**src/rtl/cpu_pkg.sv**
```systemverilog
// Shared CPU definitions: fetch FSM states and front-end defaults.
// The microcode decoder imports the same long-instruction marker bit.
package cpu_pkg;

    typedef enum logic [1:0] {
        FETCH_OP  = 2'd0,
        FETCH_ARG = 2'd1,
        HOLD      = 2'd2
    } fetch_state_t;

    localparam int DEFAULT_LONG_BIT     = 7;
    localparam int DEFAULT_RESET_VECTOR = 0;

    // True when the opcode byte announces a trailing operand byte.
    function automatic logic is_long(input logic [7:0] op, input int long_bit);
        return op[long_bit];
    endfunction

endpackage

```
**src/rtl/instr_fetch.sv**
```systemverilog
// CPU front end: walks the PC, fetches 1- or 2-byte instructions over req/ack
// and hands them to the decoder over valid/ready, with redirect and flush.
module instr_fetch
    import cpu_pkg::*;
#(
    parameter int                ADDR_W       = 8,
    parameter logic [ADDR_W-1:0] RESET_VECTOR = ADDR_W'(DEFAULT_RESET_VECTOR),
    parameter int                LONG_BIT     = DEFAULT_LONG_BIT
) (
    input  logic              clk,
    input  logic              rst_n,
    output logic              mem_req,
    output logic [ADDR_W-1:0] mem_addr,
    input  logic              mem_ack,
    input  logic [7:0]        mem_rdata,
    output logic              instr_valid,
    input  logic              instr_ready,
    output logic [7:0]        opcode,
    output logic [7:0]        operand,
    output logic [ADDR_W-1:0] instr_pc,
    input  logic              redirect,
    input  logic [ADDR_W-1:0] redirect_pc
);

    fetch_state_t      state_reg, state_next;
    logic [ADDR_W-1:0] pc_reg, pc_next;
    logic              flush_reg, flush_next;
    logic              mem_req_reg, mem_req_next;
    logic [ADDR_W-1:0] mem_addr_reg, mem_addr_next;
    logic              instr_valid_reg, instr_valid_next;
    logic [7:0]        opcode_reg, opcode_next;
    logic [7:0]        operand_reg, operand_next;
    logic [ADDR_W-1:0] instr_pc_reg, instr_pc_next;
    logic [ADDR_W-1:0] pc_inc;
    logic [ADDR_W-1:0] hold_target;

    assign pc_inc      = pc_reg + ADDR_W'(1);
    assign hold_target = redirect ? redirect_pc : pc_reg;

    always_ff @(posedge clk or negedge rst_n) begin
        if (!rst_n) begin
            state_reg       <= FETCH_OP;
            pc_reg          <= RESET_VECTOR;
            flush_reg       <= 1'b0;
            mem_req_reg     <= 1'b0;
            mem_addr_reg    <= RESET_VECTOR;
            instr_valid_reg <= 1'b0;
            opcode_reg      <= 8'h00;
            operand_reg     <= 8'h00;
            instr_pc_reg    <= RESET_VECTOR;
        end else begin
            state_reg       <= state_next;
            pc_reg          <= pc_next;
            flush_reg       <= flush_next;
            mem_req_reg     <= mem_req_next;
            mem_addr_reg    <= mem_addr_next;
            instr_valid_reg <= instr_valid_next;
            opcode_reg      <= opcode_next;
            operand_reg     <= operand_next;
            instr_pc_reg    <= instr_pc_next;
        end
    end

    always_comb begin
        state_next       = state_reg;
        pc_next          = pc_reg;
        flush_next       = flush_reg;
        mem_req_next     = mem_req_reg;
        mem_addr_next    = mem_addr_reg;
        instr_valid_next = instr_valid_reg;
        opcode_next      = opcode_reg;
        operand_next     = operand_reg;
        instr_pc_next    = instr_pc_reg;

        case (state_reg)
            FETCH_OP, FETCH_ARG: begin
                if (!mem_req_reg) begin
                    // Only reachable in the first cycle after reset: open the first request.
                    mem_req_next  = 1'b1;
                    pc_next       = hold_target;
                    mem_addr_next = hold_target;
                    state_next    = FETCH_OP;
                end else if (mem_ack) begin
                    if (redirect) begin
                        pc_next       = redirect_pc;
                        mem_addr_next = redirect_pc;
                        flush_next    = 1'b0;
                        state_next    = FETCH_OP;
                    end else if (flush_reg) begin
                        // Stale data from before the redirect; restart at the new PC.
                        flush_next    = 1'b0;
                        mem_addr_next = pc_reg;
                        state_next    = FETCH_OP;
                    end else if (state_reg == FETCH_OP) begin
                        opcode_next   = mem_rdata;
                        instr_pc_next = pc_reg;
                        pc_next       = pc_inc;
                        if (is_long(mem_rdata, LONG_BIT)) begin
                            mem_addr_next = pc_inc;
                            state_next    = FETCH_ARG;
                        end else begin
                            operand_next     = 8'h00;
                            mem_req_next     = 1'b0;
                            instr_valid_next = 1'b1;
                            state_next       = HOLD;
                        end
                    end else begin
                        operand_next     = mem_rdata;
                        pc_next          = pc_inc;
                        mem_req_next     = 1'b0;
                        instr_valid_next = 1'b1;
                        state_next       = HOLD;
                    end
                end else if (redirect) begin
                    // Request must stay up until acked; remember to drop its data.
                    pc_next    = redirect_pc;
                    flush_next = 1'b1;
                    state_next = FETCH_OP;
                end
            end
            HOLD: begin
                if (redirect || instr_ready) begin
                    instr_valid_next = 1'b0;
                    mem_req_next     = 1'b1;
                    pc_next          = hold_target;
                    mem_addr_next    = hold_target;
                    state_next       = FETCH_OP;
                end
            end
            default: state_next = FETCH_OP;
        endcase
    end

    assign mem_req     = mem_req_reg;
    assign mem_addr    = mem_addr_reg;
    assign instr_valid = instr_valid_reg;
    assign opcode      = opcode_reg;
    assign operand     = operand_reg;
    assign instr_pc    = instr_pc_reg;

endmodule

```
**config.mk**
```make
export PLATFORM = sky130hd
export DESIGN_NAME = instr_fetch
export DESIGN_NICKNAME = d
export VERILOG_FILES = /design/src/rtl/cpu_pkg.sv /design/src/rtl/instr_fetch.sv
export SDC_FILE = /design/constraint.sdc
export NUM_CORES = 1
export LEC_CHECK = 0
export BUFFER_PORTS_ARGS = -buffer_cell sky130_fd_sc_hd__buf_2
export CAP_MARGIN = 20
export CORE_AREA = 2 2 65 79
export CTS_CLUSTER_DIAMETER = 150
export DETAILED_ROUTE_END_ITERATION = 6
export DIE_AREA = 0 0 67 81
export PLACE_DENSITY = 0.81
export SLEW_MARGIN = 10
export SYNTH_ARGS = -nofsm -noshare
export SYNTH_HDL_FRONTEND = slang
export SYNTH_SLANG_ARGS = --single-unit
```
**constraint.sdc**
```tcl
create_clock -name clk -period 2.6 [get_ports clk]
set_clock_uncertainty 0.15 [all_clocks]
set_input_delay 0.39 -clock clk [delete_from_list [all_inputs] [get_ports clk]]
set_output_delay 0.39 -clock clk [all_outputs]
set_load 0.005 [all_outputs]
```
==> impl_results.md, run 1 <==
- Status: finished clean
- Die ar.: 5430 um2
- Placed cell areas: 2580 um2
- WL per Instance: 15.1 um
- Final hold viol count: 0
- Largest net degree at the start of global routing: 27
- # Post-CTS Setup Buffers: 0
- Hold-fix buffers at CTS: 1
- First-pass GRT wire length: 8430 um
- NumNets Final: 297
- Worst-Skew Late Latency: 0.30 ns
- Ys flop type: dfrtp_1
- Cell count after synthesis: 223
- Yosys warning total: 0
- Fin. max-slew vios: 0
- Core area: 4760 um2
- Placed Cells: 327
- Die H: 81 um
- Max incr delay on CP: 0.57 ns
- Adder-cell share of the synthesized area: 0.550%
- Startpoint Class: flip-flop
- Initial drt markers: 83
- Antenna Nets Post-Route: 0
- Top cells by area, synth: dfrtp_1, mux2_2, nand2_1, mux2i_1, nand3_1
- Cts repair resizes: 0
- Non-Filler Instances: 336
- DRC Markers: 0
- Ports: 55
- Clock tree buffer depth: 2
- Layout cells sized above 1: 32.6%
- Vias per cell: 5.67
- Worst-path clk slew: 0.08 ns
- Mapped cell area: 2270 um2
- Async S/R FF share, synth: 100%
- CP Class: flip-flop to flip-flop
- Vias in the first global route: 1,857
- Cell Rows: 28
- Synth Area in Compound Gates: 13.6%
- Count leader, synth: dfrtp_1
- Fin crit period: 2.10 ns
- Slowest-stage cell, CP: dfrtp_1
- CTS tree: done
- Multiplexer share of the synthesized area: 11.5%
- Starting Density: 47.7%
- Initial antenna violation count: 0
- Number of enable flip-flop cells after synthesis: 0
- Worst-Margin Slew: 0.651 ns
- CP required: 2.62 ns
- Synth cell count leaders: dfrtp_1, nand2_1, mux2_2
- Routed WL: 5090 um
- Buf/Inv on CP: 0
- Largest family of logic cells by synthesized area: simple AND/OR/NAND/NOR gates
- Fin crit share: 80.7%
- RSZ-0062 raised after global routing: false
- Pre-antenna DRT Iters: 4
- Synth Net Count: 245
- Tot GR Track Use: 20.5%
- Chip width: 67 um
- Synth area leader: dfrtp_1
- Unique masters post-synth: 49
- Worst path arrival time: 2.11 ns
- Hold Crit Class: input port to flip-flop
- H-tree depth: 2
- Leak Pwr: 1.28 nW
- Final setup violation count: 0
- Clock buffer count from CTS: 5
- Power density over the cells: 799 nW/um2
- Via count: 1,905
- Top cell type's share of synthesized area: 49.5%
- #FFs+latches synth: 45
- Slew headroom: 56.4%
- Delay-heaviest family, CP: compound AO/OA/AOI/OAI gates
- Mean Syn Cell Area: 10.2 um2
- Max VDD drop: 0.414 mV
- RePlAce Congestion: 0.894
- Number of port buffers: 54
- Antenna Cells: 0
- XOR/XNOR Fraction of Synth Area: 2.70%
- Simple-Gate Fraction of Synth Area: 18.3%
- Clock sinks: 45
- Post-route setup TNS: 0 ns
- Synth-to-Final Area Change: 18.9%
- Final Cell Area: 2700 um2
- Total grt overflow: 0
- Post-detail-place hpwl: 3780 um
- Root buf cell: clkbuf_8
- Critical Path, Cell by Cell: o21bai_1 -> a32oi_2 -> nand2_1 -> o22ai_1 -> a21oi_1
- Max-Cap Viols: 0
- Maximum clock frequency: 476 MHz
- Register area share after synthesis: 49.5%
- Crit end category: flip-flop
- Maximum fanout along the worst path: 15
cell families after synthesis:
family          Yosys count
flops                    45
mux                      24
fa+ha+maj                 1
compound gates           46
xor+xnor                  7
buf+inv                  18
simple gates             82
placed cells by master (no fill, tap or decap), types with 5 or more instances in the layout:
cell type,instances
buf_2,54
dfrtp_1,45
nand2_1,31
mux2_2,17
nand3_1,13
a21oi_1,11
nor2_1,10
o21ai_0,8
o22ai_1,7
mux2i_1,7
clkbuf_8,6
nor3_1,5
metrics by stage:
| stage | util (%) | setup WS [ns] | power [mW] | hold slack [ns] |
|---|---|---|---|---|
| 2_1_floorplan | - | 0.665 | 1.37 | -0.0556 |
| 3_3_place_gp | 54.1 | 0.500 | 1.61 | 0.216 |
| 3_5_place_dp | 54.1 | 0.446 | 1.64 | 0.222 |
| 4_1_cts | 56.7 | 0.521 | 2.18 | 0.172 |
| 5_1_grt | 56.7 | 0.389 | 2.29 | 0.181 |
| 6_report | 56.7 | 0.501 | 2.16 | 0.175 |
report_power, final:
part	internal, mW	switching, mW	total [mW]
Clock	0.313	0.229	0.542
Sequential	0.879	0.137	1.02
Combinational	0.317	0.286	0.604
Total	1.51	0.652	2.16
routing by layer:
metal	global-route usage [%]	wire length [um]	vias up
met4	8.57	119	0
met1	25.4	2100	909
met3	5.12	368	11
li1	-	-	899
met5	0	0	-
met2	33.8	2500	86
area by class of cell:
class,count,area [um2]
clock buffer,7,86.3
clock inverter,1,30.0
fill,450,2060
inverter,4,15.0
multi-input combinational,160,1060
sequential,45,1130
tap,60,75.1
timing repair buffer,59,310
final timing paths:
check                        startpoint           to  slack [ns]  cells past startpoint
hold / removal             mem_rdata[0]   operand[0]        0.18                      3
setup / recovery           state_reg[0]    pc_reg[6]        0.50                      5
min in group asynchronous         rst_n      mem_req        0.41                      2
max in group asynchronous         rst_n  instr_pc[6]        1.20                      3
setup reg to reg           state_reg[0]    pc_reg[6]        0.50                      5
hold reg to reg              operand[6]   operand[6]        0.31                      2
worst register-to-register path, cell delays in order (launching register included):
cell and delay (ns):
dfrtp_1 0.57, o21bai_1 0.27, a32oi_2 0.41, nand2_1 0.29, o22ai_1 0.22, a21oi_1 0.06
No activity file was read; power rests on OpenSTA's default activity.
==> inputs of run 2 (changes only) <==
--- a/config.mk
+++ b/config.mk
@@ -5,13 +5,14 @@
 export SDC_FILE = /design/constraint.sdc
 export NUM_CORES = 1
 export LEC_CHECK = 0
+export ABC_AREA = 1
 export BUFFER_PORTS_ARGS = -buffer_cell sky130_fd_sc_hd__buf_2
 export CAP_MARGIN = 20
-export CORE_AREA = 2 2 65 79
+export CORE_AREA = 2 2 67 81
 export CTS_CLUSTER_DIAMETER = 150
 export DETAILED_ROUTE_END_ITERATION = 6
-export DIE_AREA = 0 0 67 81
-export PLACE_DENSITY = 0.81
+export DIE_AREA = 0 0 69 83
+export PLACE_DENSITY = 0.8
 export SLEW_MARGIN = 10
 export SYNTH_ARGS = -nofsm -noshare
 export SYNTH_HDL_FRONTEND = slang
==> constraint.sdc (replaced) <==
create_clock -name clk -period 2 [get_ports clk]
set_clock_uncertainty 0.15 [all_clocks]
set_input_delay 0.3 -clock clk [delete_from_list [all_inputs] [get_ports clk]]
set_output_delay 0.3 -clock clk [all_outputs]
set_load 0.005 [all_outputs]
==> impl_results.md, run 2 <==
- Most common cell after layout, fill and taps aside: nand2_1
- Met1 WL: 2420 um (+16%)
- Final setup violation count: 0 (unchanged)
- R2r worst-path depth: 8 (+3)
- H-tree depth: 2 (unchanged)
- Hold path start: mem_rdata[4]
- Setup crit start: state_reg[0]
- Cell Rows: 28 (unchanged)
- WL met2: 3050 um (+22%)
- Max-Cap Viols: 0 (unchanged)
- Async S/R FF share, synth: 100% (unchanged)
- Combinational fraction of design power: 34.0% (+6.1 points)
- Post-detail-place hpwl: 4280 um (+13%)
- Ports: 55 (unchanged)
- Fin crit share: 86.0% (+5.3 points)
- Most frequent cells in the layout: nand2_1, buf_2, dfrtp_1, inv_1, nor2_1
- CP required: 2.09 ns (-0.53 ns)
- Die H: 83 um (+2.5%)
- Antenna Nets Post-Route: 0 (unchanged)
- Hold-fix buffers at CTS: 1 (unchanged)
- Root buf cell: clkbuf_8
- Via count: 2,265 (+19%)
- First-pass GRT wire length: 9650 um (+14%)
- Reg2reg end: pc_reg[6]
- Vias per cell: 5.17 (-8.8%)
- # Post-CTS Setup Buffers: 0 (unchanged)
- Layout cells sized above 1: 22.5% (-10 points)
- Pre-antenna DRT Iters: 4 (unchanged)
- Antenna Cells: 0 (unchanged)
- Synth Net Count: 336 (+37%)
- Die ar.: 5730 um2 (+5.5%)
- Sw power: 1.14 mW (+75%)
- Sequential Power Share: 44.9% (-2.1 points)
- Synth-to-Final Area Change: 19.5%
- Top cells by area, synth: dfrtp_1, nand2_1, nand3_1, inv_1, nor2_1
- Synth area leader: dfrtp_1
- Mapped cell area: 2390 um2 (+5.2%)
- Ys flop type: dfrtp_1
- Metal3 WL: 236 um (-36%)
- Worst-Skew Late Latency: 0.32 ns (+0.02 ns)
- Power density over the cells: 1050 nW/um2 (+32%)
- Maximum fanout along the worst path: 13 (-2)
- Worst-path clk slew: 0.10 ns (+0.02 ns)
- Clock tree buffer depth: 2 (unchanged)
- DRC Markers: 0 (unchanged)
- Tot GR Track Use: 20.7% (+0.23 points)
- Routed WL: 5820 um (+14%)
- Yosys warning total: 0 (unchanged)
- Worst path arrival time: 1.81 ns (-0.30 ns)
- Count leader, synth: nand2_1
- Startpoint Class: flip-flop
- P_int: 1.86 mW (+24%)
- Cts repair resizes: 0 (unchanged)
- Maximum clock frequency: 581 MHz (+22%)
- Starting Density: 48.8% (+1.1 points)
- NumNets Final: 399 (+34%)
- Max VDD drop: 0.618 mV (+49%)
- Number of port buffers: 54 (unchanged)
- Crit end category: flip-flop
- Register area share after synthesis: 47.1% (-2.5 points)
- Leak Pwr: 1.58 nW (+23%)
- Largest net degree at the start of global routing: 46 (+70%)
- Initial drt markers: 135 (+63%)
- Number of enable flip-flop cells after synthesis: 0 (unchanged)
- Fin. max-slew vios: 0 (unchanged)
- Mean Syn Cell Area: 7.62 um2 (-25%)
- R2R Setup Slk: 0.28 ns (-0.22 ns)
- Capture point of the critical path: pc_reg[6]
- Post-route setup TNS: 0 ns (unchanged)
- CP Class: flip-flop to flip-flop
- #FFs+latches synth: 45 (unchanged)
- Final hold viol count: 0 (unchanged)
- Cell count after synthesis: 314 (+41%)
- Chip width: 69 um (+3.0%)
- CTS tree: done
- Worst r2r src: state_reg[0]
- Unique masters post-synth: 30 (-39%)
- Worst-Margin Slew: 0.561 ns (-0.0902 ns)
- Final core occ: 58.3% (+1.5 points)
- Sw Ratio: 38.0% (+7.9 points)
- Hold Crit Class: input port to flip-flop
- Top cell type's share of synthesized area: 47.1% (-2.5 points)
- Clock buffer count from CTS: 5 (unchanged)
- WL per Instance: 13.3 um (-12%)
- Synth cell count leaders: nand2_1, dfrtp_1, inv_1, nor2_1, nand3_1
- Vias in the first global route: 2,149 (+16%)
- Initial antenna violation count: 0 (unchanged)
- Total grt overflow: 0 (unchanged)
- Highest metal used: met4
- Fin crit period: 1.72 ns (-0.379 ns)
- Slew headroom: 62.6% (+6.2 points)
- RSZ-0062 raised after global routing: false
- Clock sinks: 45 (unchanged)
- RePlAce Congestion: 0.834 (-6.7%)
- Core area: 4900 um2 (+2.9%)
- Status: finished clean
- Clock power frac: 21.1% (-4.0 points)
[run 2: metrics by stage]
stage | total power [mW] | instance area (um2) | setup WS (ns) | hold WS (ns) | std cells
global route | 3.23 | 2860 | 0.164 | 0.0435 | 438
finish | 3.01 | 2860 | 0.280 | 0.0397 | 438
floorplan | 1.96 | 2390 | 0.436 | -0.146 | 314
detailed placement | 2.40 | 2750 | 0.284 | 0.278 | 429
global placement | 2.37 | 2750 | 0.262 | 0.270 | 429
CTS | 3.04 | 2860 | 0.285 | 0.0322 | 438
[run 2: worst max-delay path, cell delays in order (launching register included)]
cell and delay, ns:
dfrtp_1 0.45, o21ai_1 0.26, inv_1 0.12, nor2_2 0.12, buf_4 0.19, inv_2 0.07, a21oi_1 0.12, nand2_1 0.08
o21ai_1 0.07
[run 2: routing by layer]
layer	up-vias	GRT usage, %
met5	-	0
met4	0	6.60
met3	12	4.37
met2	60	38.3
met1	1051	23.4
li1	1142	-
[run 2: cell families (layout without fill, tap and decap cells)]
family,after synthesis,count (layout),share of synthesized area [%]
and+or+nand+nor,163,163,29.8
AOI/OAI and AO/OA,59,59,13.1
DFF,45,45,47.1
buffers and inverters,41,105,7.69
xor gates and xnor gates,5,5,1.83
adders and majority gates,1,1,0.523
[run 2: final cells by class]
type	instances	area, um2
clock buffers	5	68.8
clock inverters	3	28.8
fillers	486	2050
inverters	32	123
multi-input cells	228	1080
flip-flops and latches	45	1130
well taps	60	75.1
repair buffers	65	355
[run 2: worst min path at each step]
stage | end | slack [ns] | cells past startpoint
finish | opcode[4] | 0.04 | 3
floorplan | flush_reg | -0.15 | 0
global route | opcode[6] | 0.04 | 3
detailed placement | mem_addr[4] | 0.28 | 2
global placement | mem_addr[4] | 0.27 | 2
CTS | opcode[3] | 0.03 | 3
[run 2: power by group through the flow]
stage | Sequential, mW | Clock [mW] | Combinational [mW]
finish | 1.35 | 0.634 | 1.02
global route | 1.39 | 0.681 | 1.16
CTS | 1.35 | 0.649 | 1.04
detailed placement | 1.37 | 0 | 1.03
global placement | 1.36 | 0 | 1.01
floorplan | 1.37 | 0 | 0.585
==> inputs of run 3 (changes only) <==
--- a/config.mk
+++ b/config.mk
@@ -8,11 +8,13 @@
 export ABC_AREA = 1
 export BUFFER_PORTS_ARGS = -buffer_cell sky130_fd_sc_hd__buf_2
 export CAP_MARGIN = 20
-export CORE_AREA = 2 2 67 81
+export CELL_PAD_IN_SITES_DETAIL_PLACEMENT = 1
+export CELL_PAD_IN_SITES_GLOBAL_PLACEMENT = 2
+export CORE_AREA = 2 2 85 103
 export CTS_CLUSTER_DIAMETER = 150
 export DETAILED_ROUTE_END_ITERATION = 6
-export DIE_AREA = 0 0 69 83
-export PLACE_DENSITY = 0.8
+export DIE_AREA = 0 0 87 105
+export PLACE_DENSITY = 0.84
 export SLEW_MARGIN = 10
 export SYNTH_ARGS = -nofsm -noshare
 export SYNTH_HDL_FRONTEND = slang
==> impl_results.md, run 3 (same netlist as run 2, synthesis figures left out) <==
- Final core occ: 36.0% (-22 points)
- Vias in the first global route: 2,469 (+15%)
- Placed cell areas: 2800 um2 (+1.9%)
- Post-route setup TNS: 0 ns (unchanged)
- Hold Crit Class: input port to flip-flop
- Root buf cell: clkbuf_8
- RePlAce Congestion: 0.821 (-1.6%)
- Tot GR Track Use: 16.4% (-4.3 points)
- Most common cell after layout, fill and taps aside: nand2_1
- Antenna Cells: 0 (unchanged)
- Non-Filler Instances: 474 (+8.2%)
- Post-detail-place hpwl: 5480 um (+28%)
- Ports: 55 (unchanged)
- Status: finished clean
- Synth-to-Final Area Change: 21.5%
- Power density over the cells: 1040 nW/um2 (-1.1%)
- Layout fillers: 1,035 (+110%)
- Cell Rows: 36 (+29%)
- CP Class: flip-flop to flip-flop
- DRC Markers: 0 (unchanged)
- NumNets Final: 400 (+0.25%)
- Die ar.: 9140 um2 (+60%)
- Fin crit share: 88.0% (+2.0 points)
- Vias per cell: 4.82 (-6.9%)
- Routed WL: 7060 um (+21%)
- Initial antenna violation count: 0 (unchanged)
- WL per Instance: 14.9 um (+12%)
- Total Power: 3.02 mW (+0.56%)
- Setup crit start: flush_reg
- R2R Setup Slk: 0.24 ns (-0.04 ns)
- # Post-CTS Setup Buffers: 0 (unchanged)
- Crit end category: flip-flop
- Antenna Nets Post-Route: 0 (unchanged)
- Number of port buffers: 54 (unchanged)
- DP Worst Slack: 0.230 ns (-0.0535 ns)
- Largest net degree at the start of global routing: 27 (-41%)
- Final hold viol count: 0 (unchanged)
- Leak Pwr: 1.58 nW (-0.13%)
- Clock sinks: 45 (unchanged)
- CTS tree: done
- Initial drt markers: 86 (-36%)
- Worst r2r src: flush_reg
- Max-Cap Viols: 0 (unchanged)
- Pre-antenna DRT Iters: 4 (unchanged)
- Final setup violation count: 0 (unchanged)
- Maximum fanout along the worst path: 11 (-2)
- Starting Density: 29.7% (-19 points)
- RSZ-0062 raised after global routing: false
- Chip width: 87 um (+26%)
- Cts repair resizes: 0 (unchanged)
- Final Cell Area: 2910 um2 (+1.7%)
- Die H: 105 um (+27%)
- Layout cells sized above 1: 22.7% (+0.20 points)
- Slew headroom: 68.1% (+5.5 points)
- Worst-path clk slew: 0.10 ns (about the same)
- H-tree depth: 2 (unchanged)
- Post-route setup slack: 0.240 ns (-0.0397 ns)
- Core area: 8060 um2 (+64%)
- Hold path start: mem_rdata[6]
- First-pass GRT wire length: 11,700 um (+22%)
- Clock tree buffer depth: 2 (unchanged)
- Via count: 2,283 (+0.79%)
- Worst-Margin Slew: 0.478 ns (-0.0824 ns)
- Maximum clock frequency: 568 MHz (-2.3%)
- Hold depth: 3 (unchanged)
- Total grt overflow: 0 (unchanged)
- Worst path arrival time: 1.83 ns (+0.02 ns)
- Worst-Skew Late Latency: 0.31 ns (about the same)
- Fin. max-slew vios: 0 (unchanged)
- Fin crit period: 1.76 ns (+0.0397 ns)
- Hold slack final: 0.0495 ns (+0.00986 ns)
- Clock buffer count from CTS: 5 (unchanged)
- Startpoint Class: flip-flop
- CP required: 2.07 ns (-0.02 ns)
- Placed Cells: 465 (+8.4%)
- Hold endpoint: opcode[6]
- Max VDD drop: 0.322 mV (-48%)
- Most frequent cells in the layout: nand2_1, buf_2, dfrtp_1, inv_1, nor2_1
- R2r worst-path depth: 7 (-1)
- Reg2reg end: operand[3]
## run 3: worst max-delay path by stage
stage                  to  slack (ns)  cells after the start
2_1_floorplan  operand[7]        0.44                      7
3_3_place_gp    pc_reg[1]        0.26                      6
3_5_place_dp   operand[3]        0.23                      7
4_1_cts         pc_reg[1]        0.23                      6
5_1_grt         pc_reg[1]        0.07                      6
6_report       operand[3]        0.24                      7
## run 3: layer usage
metal	routed length (um)	track usage (%)	vias up
met5	0	0	-
met2	3780	29.9	39
met4	132	5.25	0
met1	2950	18.7	1089
li1	-	-	1143
met3	205	2.92	12
## run 3: what timing repair did
action,in CTS,in global routing
hold endpoints to repair,17,0
hold buffers,1,0
endpoints found under the setup margin,0,0
## run 3: critical path, cell delays in order (launching register included)
cell     delay (ns)
dfrtp_1        0.54
nor2_4         0.27
inv_2          0.09
nor4_4         0.20
buf_4          0.22
inv_4          0.08
nand2_1        0.06
nand2_1        0.05
## run 3: where the power goes
group,total (mW),internal [mW],switching (mW)
combinational,1.04,0.425,0.611
clock,0.622,0.253,0.369
sequential,1.37,1.17,0.191
## run 3: cell type report
| class | instances | area, um2 | area share [%] |
|---|---|---|---|
| sequential | 45 | 1130 | 38.7 |
| multi-input combinational | 228 | 1080 | 37.2 |
| timing repair buffer | 66 | 363 | 12.5 |
| inverter | 32 | 123 | 4.22 |
| tap | 95 | 119 | 4.09 |
| clock buffer | 5 | 68.8 | 2.37 |
| clock inverter | 3 | 25.0 | 0.861 |
